`config.mk`:
```
export PLATFORM = sky130hd
export DESIGN_NAME = alarm_ctrl
export DESIGN_NICKNAME = d
export VERILOG_FILES = /design/src/rtl/alarm_pkg.sv /design/src/rtl/alarm_ctrl_time_add.sv /design/src/rtl/alarm_ctrl.sv
export SDC_FILE = /design/constraint.sdc
export NUM_CORES = 1
export LEC_CHECK = 0
export CORE_ASPECT_RATIO = 0.9
export CORE_MARGIN = 2
export CORE_UTILIZATION = 40
export DETAILED_ROUTE_END_ITERATION = 10
export PLACE_DENSITY_LB_ADDON = 0.08
export RECOVER_POWER = 25
export SYNTH_ARGS = -nofsm -noshare
export SYNTH_HDL_FRONTEND = slang
export SYNTH_SLANG_ARGS = --single-unit
```
`constraint.sdc`:
```
create_clock -name clk -period 11.3 [get_ports clk]
set_input_delay 2.26 -clock clk [delete_from_list [all_inputs] [get_ports clk]]
set_output_delay 2.26 -clock clk [all_outputs]
set_load 0.005 [all_outputs]
```
`src/rtl/alarm_pkg.sv`:
```
// alarm_pkg: shared encodings and time constants
// for the alarm clock controller.
package alarm_pkg;

    localparam int TW      = 8;
    localparam int HR_MAX  = 24;
    localparam int MIN_MAX = 60;

    typedef enum logic [1:0] {
        RUN       = 2'b00,
        SET_TIME  = 2'b01,
        SET_ALARM = 2'b10,
        RING      = 2'b11
    } state_t;

endpackage

```
`src/rtl/alarm_ctrl_time_add.sv`:
```
// time_add: (hr,min) + delta minutes, mod-60 minutes
// with optional carry into a mod-24 hour.
import alarm_pkg::*;

module time_add (
    input  logic [TW-1:0] hr,
    input  logic [TW-1:0] mins,
    input  logic [TW-1:0] delta,
    input  logic          carry,
    output logic [TW-1:0] sum_hr,
    output logic [TW-1:0] sum_min
);

    localparam logic [TW:0]   MMAX = (TW+1)'(MIN_MAX);
    localparam logic [TW-1:0] HMAX = TW'(HR_MAX);

    logic [TW:0]   m_sum;
    logic          wrap;
    logic [TW-1:0] h_sum;

    // delta never exceeds 60, so one subtraction suffices
    always_comb begin
        m_sum   = {1'b0, mins} + {1'b0, delta};
        wrap    = (m_sum >= MMAX);
        sum_min = wrap ? TW'(m_sum - MMAX) : m_sum[TW-1:0];
        h_sum   = hr + {{(TW-1){1'b0}}, wrap & carry};
        sum_hr  = (h_sum >= HMAX) ? h_sum - HMAX : h_sum;
    end

endmodule

```
`src/rtl/alarm_ctrl.sv`:
```
// alarm_ctrl: alarm clock mode FSM with time/alarm
// editing, ring, snooze and ring timeout.
import alarm_pkg::*;

module alarm_ctrl #(
    parameter int SNOOZE_MIN     = 5,
    parameter int RING_TIMEOUT_S = 60
) (
    input  logic          clk,
    input  logic          reset,
    input  logic          btn_mode,
    input  logic          btn_inc_hr,
    input  logic          btn_inc_min,
    input  logic          btn_arm,
    input  logic          btn_snooze,
    input  logic          btn_stop,
    input  logic [TW-1:0] cur_hr,
    input  logic [TW-1:0] cur_min,
    input  logic [TW-1:0] cur_sec,
    output logic          count_en,
    output logic          load_en,
    output logic [TW-1:0] load_hr,
    output logic [TW-1:0] load_min,
    output logic [TW-1:0] alarm_hr,
    output logic [TW-1:0] alarm_min,
    output logic          armed,
    output logic          buzzer,
    output logic [1:0]    mode
);

    localparam logic [TW-1:0] HR_STEP = TW'(MIN_MAX);
    localparam logic [TW-1:0] SNZ     = TW'(SNOOZE_MIN);
    localparam logic [TW-1:0] RC_LAST = TW'(RING_TIMEOUT_S - 1);

    state_t        state, state_n;
    logic [TW-1:0] edit_hr, edit_min;
    logic [TW-1:0] tgt_hr, tgt_min;
    logic [TW-1:0] sec_q, ring_cnt;
    logic [TW-1:0] src_hr, src_min;
    logic [TW-1:0] d_hr, d_min;
    logic [TW-1:0] h_hr, h_min;
    logic [TW-1:0] e_hr, e_min;
    logic [TW-1:0] s_hr, s_min;
    logic          sec_chg, trig, ring_end, stop;

    assign mode = state;

    assign src_hr  = (state == SET_ALARM) ? alarm_hr  : edit_hr;
    assign src_min = (state == SET_ALARM) ? alarm_min : edit_min;
    assign d_hr    = btn_inc_hr ? HR_STEP : '0;
    assign d_min   = {{(TW-1){1'b0}}, btn_inc_min};

    // hour step: +60 min always carries, minutes unchanged
    time_add u_hr (
        .hr(src_hr), .mins(src_min), .delta(d_hr),
        .carry(1'b1), .sum_hr(h_hr), .sum_min(h_min)
    );

    // minute step: wraps without touching the hour
    time_add u_min (
        .hr(h_hr), .mins(h_min), .delta(d_min),
        .carry(1'b0), .sum_hr(e_hr), .sum_min(e_min)
    );

    time_add u_snz (
        .hr(tgt_hr), .mins(tgt_min), .delta(SNZ),
        .carry(1'b1), .sum_hr(s_hr), .sum_min(s_min)
    );

    assign sec_chg  = (cur_sec != sec_q);
    assign trig     = armed && (cur_hr == tgt_hr) &&
                      (cur_min == tgt_min) &&
                      (cur_sec == '0) && (sec_q != '0);
    assign ring_end = sec_chg && (ring_cnt == RC_LAST);
    assign stop     = btn_stop || ring_end;

    // next-state decode
    always_comb begin
        state_n = state;
        unique case (state)
            RUN: begin
                if (trig)
                    state_n = RING;
                else if (btn_mode)
                    state_n = SET_TIME;
            end
            SET_TIME: begin
                if (btn_mode)
                    state_n = SET_ALARM;
            end
            SET_ALARM: begin
                if (btn_mode)
                    state_n = RUN;
            end
            RING: begin
                if (stop || btn_snooze)
                    state_n = RUN;
            end
            default: state_n = RUN;
        endcase
    end

    // state register and registered outputs
    always_ff @(posedge clk) begin
        if (reset) begin
            state    <= RUN;
            count_en <= 1'b1;
            buzzer   <= 1'b0;
            load_en  <= 1'b0;
            load_hr  <= '0;
            load_min <= '0;
            sec_q    <= '0;
            ring_cnt <= '0;
        end else begin
            state    <= state_n;
            count_en <= (state_n != SET_TIME);
            buzzer   <= (state_n == RING);
            load_en  <= (state == SET_TIME) && btn_mode;
            sec_q    <= cur_sec;
            if (state == SET_TIME && btn_mode) begin
                load_hr  <= edit_hr;
                load_min <= edit_min;
            end
            if (state == RING && state_n == RING)
                ring_cnt <= ring_cnt + TW'(sec_chg);
            else
                ring_cnt <= '0;
        end
    end

    // edit, alarm, target and arm registers
    always_ff @(posedge clk) begin
        if (reset) begin
            edit_hr   <= '0;
            edit_min  <= '0;
            alarm_hr  <= '0;
            alarm_min <= '0;
            tgt_hr    <= '0;
            tgt_min   <= '0;
            armed     <= 1'b0;
        end else begin
            if (btn_arm && state != RING)
                armed <= ~armed;
            unique case (state)
                RUN: begin
                    if (state_n == SET_TIME) begin
                        edit_hr  <= cur_hr;
                        edit_min <= cur_min;
                    end
                    if (btn_arm && armed) begin
                        tgt_hr  <= alarm_hr;
                        tgt_min <= alarm_min;
                    end
                end
                SET_TIME: begin
                    if (!btn_mode) begin
                        edit_hr  <= e_hr;
                        edit_min <= e_min;
                    end
                end
                SET_ALARM: begin
                    if (!btn_mode) begin
                        alarm_hr  <= e_hr;
                        alarm_min <= e_min;
                    end else begin
                        tgt_hr  <= alarm_hr;
                        tgt_min <= alarm_min;
                    end
                end
                RING: begin
                    if (stop) begin
                        tgt_hr  <= alarm_hr;
                        tgt_min <= alarm_min;
                    end else if (btn_snooze) begin
                        tgt_hr  <= s_hr;
                        tgt_min <= s_min;
                    end
                end
                default: ;
            endcase
        end
    end

endmodule

```
==> out/metrics.csv, run 1 <==
metric;value;unit
status;complete, but fails checks;
violations;capacitance limit, slew limit;
net_count_after_synthesis;776;
highest_attainable_clock_frequency;145;MHz
tightest_slew;3240;ps
crit_chain;clkdlybuf4s50_1 > ha_1 > inv_1 > fa_1 > inv_1 > ha_1 > inv_1 > o31ai_1 > a22oi_2 > nand2_4 > ha_1 > ha_1 > nor2b_1 > xnor2_1 > ha_1 > inv_1 > xnor2_2 > nand2_1 > nor4_2 > xor2_1 > nand2_1 > a21oi_1;
instances_no_fill;969;
placedCellCount;954;
pwr-share-clk;27.1;%
skew;4.06;ps
vdd.ir_drop.worst;85.5;µV
antenna_violations_before_repair;0;
dr.first_iter.drc_count;424;
timing.critical_path.slowest_cell_delay;560;ps
horizontal_extent_of_the_die;130;µm
synth_edf_count;0;
initial_utilization;40.9;%
cts_setup_buffers;0;
cts_made_buffers;9;
critical_path.n_buffers_inverters;5;
num_antenna_cells;0;
r2r-end;alarm_hr[3];
wirelength;16800;µm
layout_commonest_cell;nand2_1;
p_sw;409;µW
power_frac_comb;40.0;%
worst-endpoint-arrival;7120;ps
crit_family;adder cells;
synth-warning-count;0;
reg2reg_slack;5500;ps
postCtsResizedCells;0;
cp-start-kind;input pin;
dp_slack;4110;ps
firstDrtPassIters;7;
total_congestion_overflow_after_global_routing;0;
tritoncts;built;
io_count;70;
path_class;in2reg;
max-slew-margin-rel;-116;%
drv_slew;71;
critPathMostFrequentCell;ha_1;
met2RoutedLength;7530;µm
whs_path_depth;2;
timing.final.crit_share;61.0;%
ff2ff_path_depth;23;
tot_gr_track_use;22.4;%
clockBufferDepth;2;
fillerInstances;1363;
design.core.area;14000;µm²
cellPowerDensity;161;nW/µm²
synth_cell_types;75;
syn_inst;725;
yosysSeqAreaShare;30.1;%
cts_root_buf;clkbuf_16;
cell_internal_pwr;688;µW
cts.sink_count;86;
final_period_minus_worst_setup_slack;6890;ps
post-route-cell-area;6820;µm²
r2r-start;mode[0];
top_library_cells_by_usage_in_the_layout_fill_and_taps_aside;nand2_1 (105), dfxtp_1 (86), nor2_1 (65);
cell_area_after_technology_mapping;5730;µm²
setup_viol_count_final;0;
syn-mean-instance-area;7.90;µm²
placed_area;6530;µm²
finalHoldViolCount;0;
ctsHtreeMaxLevel;3;
grt_pass1_vias;5010;
port_buffers;69;
placement_rows;41;
vias;5372;
power.total;1.10;mW
dp_hpwl;12500;µm
detail_route.vias_per_cell;5.54;
synth-seq-cells;86;
hold_bufs_at_cts;0;
final_layout_size_suffix_gt1_share;7.99;%
worst-endpoint-required;11530;ps
cp-end-kind;register;
synth-main-ff-cell;dfxtp_1;
critical_path_peak_fanout;7;
grt_first_pass_wirelength;27000;µm
vert_die_dim;118;µm
fp.dieArea;15300;µm²
worstHoldPathType;reg2reg;
min_from;load_hr[4];
cts.reportedPaths.clkPinSlew;60;ps
p_sw_share;37.3;%
dr.max_layer_used;met4;
worst_hold_path.endpoint;load_hr[4];
wl_met3;769;µm
grt_start_max_net_pins;71;
finalWeightedCongestion;0.904;
area.growth.synth_to_final;19.0;%
critPathSlowestCell;clkdlybuf4s50_1;
timing.max_cap.violations;1;
drt-wirelength-per-cell;17.3;µm
clk-insertion-delay-late;340;ps
seq_power_share;32.9;%
remaining_number_of_nets_flagged_by_the_antenna_check_after_routing;0;
final_worst_setup_slack;4410;ps
wl_met1;8260;µm
power_leakage;2.52;nW
ys_async_sr_fraction;0;%
rsz0062_at_grt;no;
drc_errors;0;
timing.setup.tns;0;ps
final_nets;823;
## registers in the layout, indices dropped and copies added (netlist names), 2 cells and up
name       flops
alarm_min      8
ring_cnt       8
load_min       8
sec_q          8
tgt_hr         8
tgt_min        8
mode           2
alarm_hr       8
edit_hr        8
load_hr        8
edit_min       8
## power by group through the flow
stage	Sequential [mW]	Clock, mW	Combinational, mW
floorplan	0.349	0	0.341
global placement	0.366	0	0.429
detailed placement	0.367	0	0.434
CTS	0.360	0.305	0.437
global route	0.363	0.317	0.488
finish	0.360	0.298	0.438
## metrics by stage
| stage | utilization, % | hold WS (ps) |
|---|---|---|
| detailed placement | 46.7 | 449 |
| global placement | 46.7 | 446 |
| finish | 48.7 | 452 |
| CTS | 48.7 | 457 |
| global route | 48.7 | 477 |
| floorplan | - | 437 |
## metal layers
metal  vias to the layer above  GRT usage (%)
met2                       135           34.6
met1                      2554           32.0
met3                        16           4.36
met4                         0           5.31
li1                       2667              -
met5                         -              0
## cell usage after synthesis (4+ instances only)
cell type	count	share of area, %
a311oi_1	7	1.1
xor2_1	28	4.3
buf_2	4	0.35
mux2i_1	20	3.5
a31oi_1	8	0.87
a22oi_1	4	0.52
ha_1	18	3.9
a211oi_1	9	1.2
o21a_1	6	0.79
inv_1	15	0.98
nand3_1	31	2.7
nand4_1	5	0.55
and2_1	8	0.87
mux2_2	9	1.8
dfxtp_1	86	30
nand2b_1	5	0.55
a21oi_1	57	5.0
clkbuf_1	30	2.0
or2_2	4	0.44
a21o_1	7	0.92
nor3_1	9	0.79
nand2_1	105	6.9
nor4_1	9	0.98
nor2b_1	15	1.6
o211ai_1	8	1.0
a31o_2	4	0.61
nor2_1	65	4.3
o21ai_0	32	2.8
xnor2_1	34	5.2
and3_1	7	0.76
o21ai_1	5	0.44
nor3b_1	8	1.0
## worst max path at each step
stage,startpoint,endpoint,slack (ps),cells after the start
floorplan,btn_inc_hr,edit_hr[3],5190,21
global placement,btn_inc_hr,edit_hr[3],4350,22
detailed placement,btn_inc_hr,edit_hr[3],4110,22
CTS,btn_inc_hr,edit_hr[3],4480,22
global route,btn_inc_hr,alarm_hr[3],3980,22
finish,btn_inc_hr,alarm_hr[3],4410,22
## cell type report
type / instances / area [µm²] / share of cell area (%)
clock inverter: 5 / 50.0 / 0.734
tap: 193 / 241 / 3.54
inverter: 15 / 56.3 / 0.826
multi-input combinational: 585 / 3780 / 55.5
clock buffer: 10 / 239 / 3.50
timing repair buffer: 75 / 727 / 10.7
sequential: 86 / 1720 / 25.2
## worst min-delay path, delay by kind of cell (launching register included)
| family | cells | cell delay [ps] |
|---|---|---|
| AOI/OAI and AO/OA | 1 | 50 |
| DFF | 1 | 310 |
| and+or+nand+nor | 1 | 50 |
## kinds of logic (layout without fill, tap and decap cells)
logic type | Yosys count | after routing | share of synthesized area [%]
AO/OA/AOI/OAI | 179 | 179 | 20.5
flip-flops | 86 | 86 | 30.1
AND/OR/NAND/NOR | 290 | 290 | 24.6
XOR/XNOR | 65 | 65 | 10.3
multiplexers | 32 | 32 | 6.14
adder cells (fa/ha/maj) | 19 | 19 | 4.28
buffers and inverters | 54 | 105 | 4.08
Note: power is estimated with default switching activity, not from simulation.
==> inputs of run 2 (changes only) <==
==> constraint.sdc (replaced) <==
create_clock -name clk -period 6.4 [get_ports clk]
set_input_delay 1.28 -clock clk [delete_from_list [all_inputs] [get_ports clk]]
set_output_delay 1.28 -clock clk [all_outputs]
set_load 0.005 [all_outputs]
==> run 2 against run 1 <==
Effect of this change:
- the run still ends with capacitance limit, slew limit left
- count of clock-buffer cells in the layout stayed put
- sequential power increased by 75%
- die area unchanged
- flip-flop and latch count is the same
- sequential share of layout area fell by 0.16 points
- hold slack worse by 0.79 ps
- setup slack worse by 3900 ps
- cell area increased by 0.62%
- largest cell class unchanged
- clock skew increased by 3.2 ps
- clock power grew 83%
- critical path type unchanged
- final cell count up 0.41%
==> out/metrics.csv, run 2 (synthesis results as in run 1) <==
metric;value;unit
final_period_minus_worst_setup_slack;5890;ps
final_layout_size_suffix_gt1_share;8.46;%
r2r-start;mode[0];
tightest_slew;2070;ps
area.sequential;1720;µm²
cellPowerDensity;286;nW/µm²
drc_errors;0;
worst-endpoint-arrival;6150;ps
cell_internal_pwr;1.23;mW
rsz0062_at_grt;no;
dp_slack;188;ps
area.growth.synth_to_final;19.8;%
grt_pass1_vias;5107;
remaining_number_of_nets_flagged_by_the_antenna_check_after_routing;0;
ctsHtreeMaxLevel;3;
timing.max_cap.violations;1;
cts.reportedPaths.clkPinSlew;70;ps
violations;capacitance limit, slew limit;
crit_chain;clkdlybuf4s50_1 > ha_1 > inv_1 > fa_1 > inv_1 > ha_1 > inv_1 > o31ai_1 > a22oi_2 > nand2_4 > ha_2 > ha_1 > nor2b_1 > xnor2_1 > ha_1 > inv_1 > xnor2_2 > nand2_1 > nor4_2 > xor2_1 > nand2_1 > a31oi_1;
horizontal_extent_of_the_die;130;µm
design.core.area;14000;µm²
num_antenna_cells;0;
placed_area;6560;µm²
vert_die_dim;118;µm
worstSetupStartpoint;btn_inc_hr;
instances_no_fill;973;
grt_start_max_net_pins;45;
initial_utilization;40.9;%
status;complete, but fails checks;
finalHoldViolCount;0;
top_library_cells_by_usage_in_the_layout_fill_and_taps_aside;nand2_1 (105), dfxtp_1 (86), nor2_1 (65);
clk-insertion-delay-late;340;ps
layout_commonest_cell;nand2_1;
critPathSlowestCell;clkdlybuf4s50_1;
final_nets;826;
multi_input_comb_area;3790;µm²
hold_bufs_at_cts;0;
grt_first_pass_wirelength;27000;µm
fillerInstances;1364;
timing.setup.tns;0;ps
pwr-share-clk;27.7;%
min_from;load_min[5];
cp-start-kind;input pin;
port_buffers;69;
wirelength;17000;µm
worst-endpoint-required;6660;ps
antenna_violations_before_repair;0;
worstHoldPathType;reg2reg;
power_leakage;2.53;nW
final_worst_setup_slack;514;ps
dr.first_iter.drc_count;438;
io_count;70;
timing.critical_path.slowest_cell_delay;560;ps
reg2reg_slack;920;ps
path_class;in2reg;
total_congestion_overflow_after_global_routing;0;
post-route-cell-area;6860;µm²
cts_root_buf;clkbuf_16;
cp-end-kind;register;
drv_slew;45;
p_sw;738;µW
placedCellCount;957;
firstDrtPassIters;6;
power_frac_comb;40.2;%
timing.final.crit_share;92.0;%
tot_gr_track_use;22.4;%
fp.dieArea;15300;µm²
clockBufferDepth;2;
critical_path_peak_fanout;7;
max-slew-margin-rel;-38.3;%
dp_hpwl;12700;µm
vias;5443;
highest_attainable_clock_frequency;170;MHz
placement_rows;41;
setup_viol_count_final;0;
cts.sink_count;86;
drt-wirelength-per-cell;17.4;µm
cts_made_buffers;9;
skew;7.22;ps
seq_power_share;32.1;%
detail_route.vias_per_cell;5.59;
vdd.ir_drop.worst;143;µV
p_sw_share;37.6;%
finalWeightedCongestion;0.898;
tritoncts;built;
run 2: layer usage:
| layer | GRT usage (%) | vias up | share of wire (%) |
|---|---|---|---|
| met5 | 0 | - | 0 |
| met4 | 3.70 | 0 | 0.90 |
| met3 | 4.50 | 13 | 6.3 |
| met2 | 35.0 | 167 | 45 |
| met1 | 32.3 | 2595 | 47 |
| li1 | - | 2668 | - |
run 2: final timing paths:
kind	to	cells past startpoint
setup / recovery	edit_hr[3]	22
hold / removal	load_min[5]	2
setup reg to reg	edit_hr[3]	23
hold reg to reg	load_min[5]	2
run 2: worst max-delay path, delay by kind of cell:
kind | cells | cell delay (ps)
buffers and inverters | 5 | 980
xor gates and xnor gates | 3 | 600
adders and majority gates | 6 | 1720
AOI/OAI and AO/OA | 3 | 650
and+or+nand+nor | 5 | 900
run 2: cell type report:
class / instances / area share [%]
tap: 193 / 3.52
timing repair buffer: 78 / 10.9
inverter: 15 / 0.821
clock buffer: 10 / 3.48
multi-input combinational: 585 / 55.2
clock inverter: 6 / 1.00
sequential: 86 / 25.1
run 2: repair_timing:
item,4_1_cts,5_1_grt
gates resized for setup,0,1
setup buffers,0,0
setup endpoints to repair,0,1
run 2: stage by stage:
stage               power, mW  utilization, %  hold WS [ps]
floorplan                1.22               -           437
global placement         1.41            46.8           446
detailed placement       1.42            46.8           450
CTS                      1.97            49.0           459
global route             2.09            49.0           473
finish                   1.97            49.0           451
run 2: power by group through the flow:
stage	combinational (mW)	clock, mW	sequential [mW]
3_5_place_dp	0.779	0	0.641
2_1_floorplan	0.602	0	0.617
5_1_grt	0.872	0.583	0.635
3_3_place_gp	0.766	0	0.641
6_report	0.791	0.544	0.631
4_1_cts	0.783	0.560	0.629
==> inputs of run 3 (changes only) <==
--- a/config.mk
+++ b/config.mk
@@ -5,10 +5,13 @@
 export SDC_FILE = /design/constraint.sdc
 export NUM_CORES = 1
 export LEC_CHECK = 0
+export CAP_MARGIN = 0
 export CORE_ASPECT_RATIO = 0.9
 export CORE_MARGIN = 2
 export CORE_UTILIZATION = 40
 export DETAILED_ROUTE_END_ITERATION = 10
+export DONT_BUFFER_PORTS = 1
+export HOLD_SLACK_MARGIN = 0.02
 export PLACE_DENSITY_LB_ADDON = 0.08
 export RECOVER_POWER = 25
 export SYNTH_ARGS = -nofsm -noshare
==> run 3 against run 2 <==
Effect of this change:
- the run now ends clean
- critical path depth grew 1
- die area is the same
- flip-flop and latch count unchanged
- critical endpoint unchanged
==> out/metrics.csv, run 3 (synthesis results as in run 1) <==
metric;value;unit
status;finished, final reports clean;
multi_input_comb_area;3790;µm²
finalCoreUtilization;43.9;%
timing.setup.tns;0;ps
vert_die_dim;118;µm
top_library_cells_by_usage_in_the_layout_fill_and_taps_aside;nand2_1 (105), dfxtp_1 (86), nor2_1 (65);
finalHoldViolCount;0;
ctsHtreeMaxLevel;3;
antenna_violations_before_repair;0;
p_sw;727;µW
placement_rows;41;
detail_route.vias_per_cell;5.67;
crit_family;adder cells;
critPathSlowestCell;dfxtp_1;
p_sw_share;38.0;%
reg2reg_slack;700;ps
cts_setup_buffers;0;
num_antenna_cells;0;
dp_hpwl;12700;µm
dr.first_iter.drc_count;340;
tritoncts;built;
seq_power_share;33.2;%
fp.dieArea;15300;µm²
worst-endpoint-arrival;5970;ps
wirelength;17000;µm
cts_root_buf;clkbuf_16;
highest_attainable_clock_frequency;176;MHz
path_class;reg2reg;
critPathMostFrequentCell;ha_1;
hold_bufs_at_cts;0;
drc_errors;0;
io_count;70;
grt_first_pass_wirelength;26900;µm
clk-insertion-delay-late;350;ps
design.core.area;14000;µm²
rsz0062_at_grt;no;
cellPowerDensity;311;nW/µm²
final_layout_size_suffix_gt1_share;8.76;%
dp_slack;743;ps
power_leakage;2.20;nW
finalWeightedCongestion;0.871;
drv_slew;0;
firstDrtPassIters;5;
vdd.ir_drop.worst;143;µV
area.growth.synth_to_final;7.29;%
fillerInstances;1401;
remaining_number_of_nets_flagged_by_the_antenna_check_after_routing;0;
timing.critical_path.slowest_cell_delay;560;ps
worstHoldPathType;reg2reg;
cts_made_buffers;9;
cell_internal_pwr;1.19;mW
postCtsResizedCells;0;
tot_gr_track_use;22.7;%
cts.sink_count;86;
cp-start-kind;register;
drt-wirelength-per-cell;18.8;µm
max-slew-margin-rel;23.9;%
timing.max_cap.violations;0;
setup_viol_count_final;0;
skew;7.26;ps
grt_pass1_vias;4846;
grt_start_max_net_pins;71;
power_frac_comb;38.6;%
cts.reportedPaths.clkPinSlew;60;ps
clockBufferDepth;2;
critical_path_peak_fanout;11;
horizontal_extent_of_the_die;130;µm
final_nets;754;
timing.final.crit_share;89.0;%
final_period_minus_worst_setup_slack;5700;ps
tightest_slew;1140;ps
pwr-share-clk;28.2;%
vias;5110;
area.sequential;1720;µm²
crit_chain;nand2b_4 > mux2_2 > ha_1 > inv_1 > fa_1 > inv_1 > ha_1 > inv_1 > o31ai_1 > a22oi_2 > nand2_4 > ha_1 > ha_1 > nor2b_1 > xnor2_1 > ha_1 > inv_1 > xnor2_2 > nand2_1 > nor4_2 > xor2_1 > nand2_1 > a31oi_1;
layout_commonest_cell;nand2_1;
final_worst_setup_slack;703;ps
critical_path.n_buffers_inverters;4;
worst-endpoint-required;6670;ps
total_congestion_overflow_after_global_routing;0;
port_buffers;0;
cp-end-kind;register;
initial_utilization;40.9;%
[run 3: final cells by class]
| class | instances | share of cell area [%] |
|---|---|---|
| Multi-Input combinational cell | 585 | 61.6 |
| Sequential cell | 86 | 28.0 |
| Clock buffer | 11 | 3.95 |
| Tap cell | 193 | 3.93 |
| Clock inverter | 5 | 0.916 |
| Inverter | 15 | 0.916 |
| Timing Repair Buffer | 6 | 0.672 |
[run 3: power groups by stage]
stage | registers, mW | logic (mW) | clock network, mW
after floorplan | 0.617 | 0.602 | 0
after global placement | 0.645 | 0.713 | 0
after detailed placement | 0.645 | 0.721 | 0
after CTS | 0.633 | 0.730 | 0.553
after global routing | 0.640 | 0.814 | 0.572
final | 0.635 | 0.738 | 0.540
[run 3: final timing paths]
path         startpoint         end  cells past startpoint
max             mode[0]  edit_hr[3]                     23
min          load_hr[6]  load_hr[6]                      2
max reg2reg     mode[0]  edit_hr[3]                     23
min reg2reg  load_hr[6]  load_hr[6]                      2
[run 3: tightest hold or removal path, delay by kind of cell, from the launching register on]
family	cells	cell delay [ps]
DFF	1	320
AOI/OAI and AO/OA	1	50
and+or+nand+nor	1	50
[run 3: stage by stage]
step | cells | hold WS, ps | total power [mW] | cell area [µm²]
2_1_floorplan | 725 | 437 | 1.22 | 5730
4_1_cts | 901 | 472 | 1.92 | 6150
6_report | 901 | 472 | 1.91 | 6150
3_5_place_dp | 885 | 463 | 1.37 | 5850
5_1_grt | 901 | 486 | 2.03 | 6150
3_3_place_gp | 885 | 464 | 1.36 | 5850
[run 3: layer usage]
metal	part of all wire, %	GRT usage (%)	up-vias
met4	1.7	6.45	0
met1	48	31.4	2446
met2	45	35.4	124
met5	0	0	-
met3	5.8	5.09	19
li1	-	-	2521
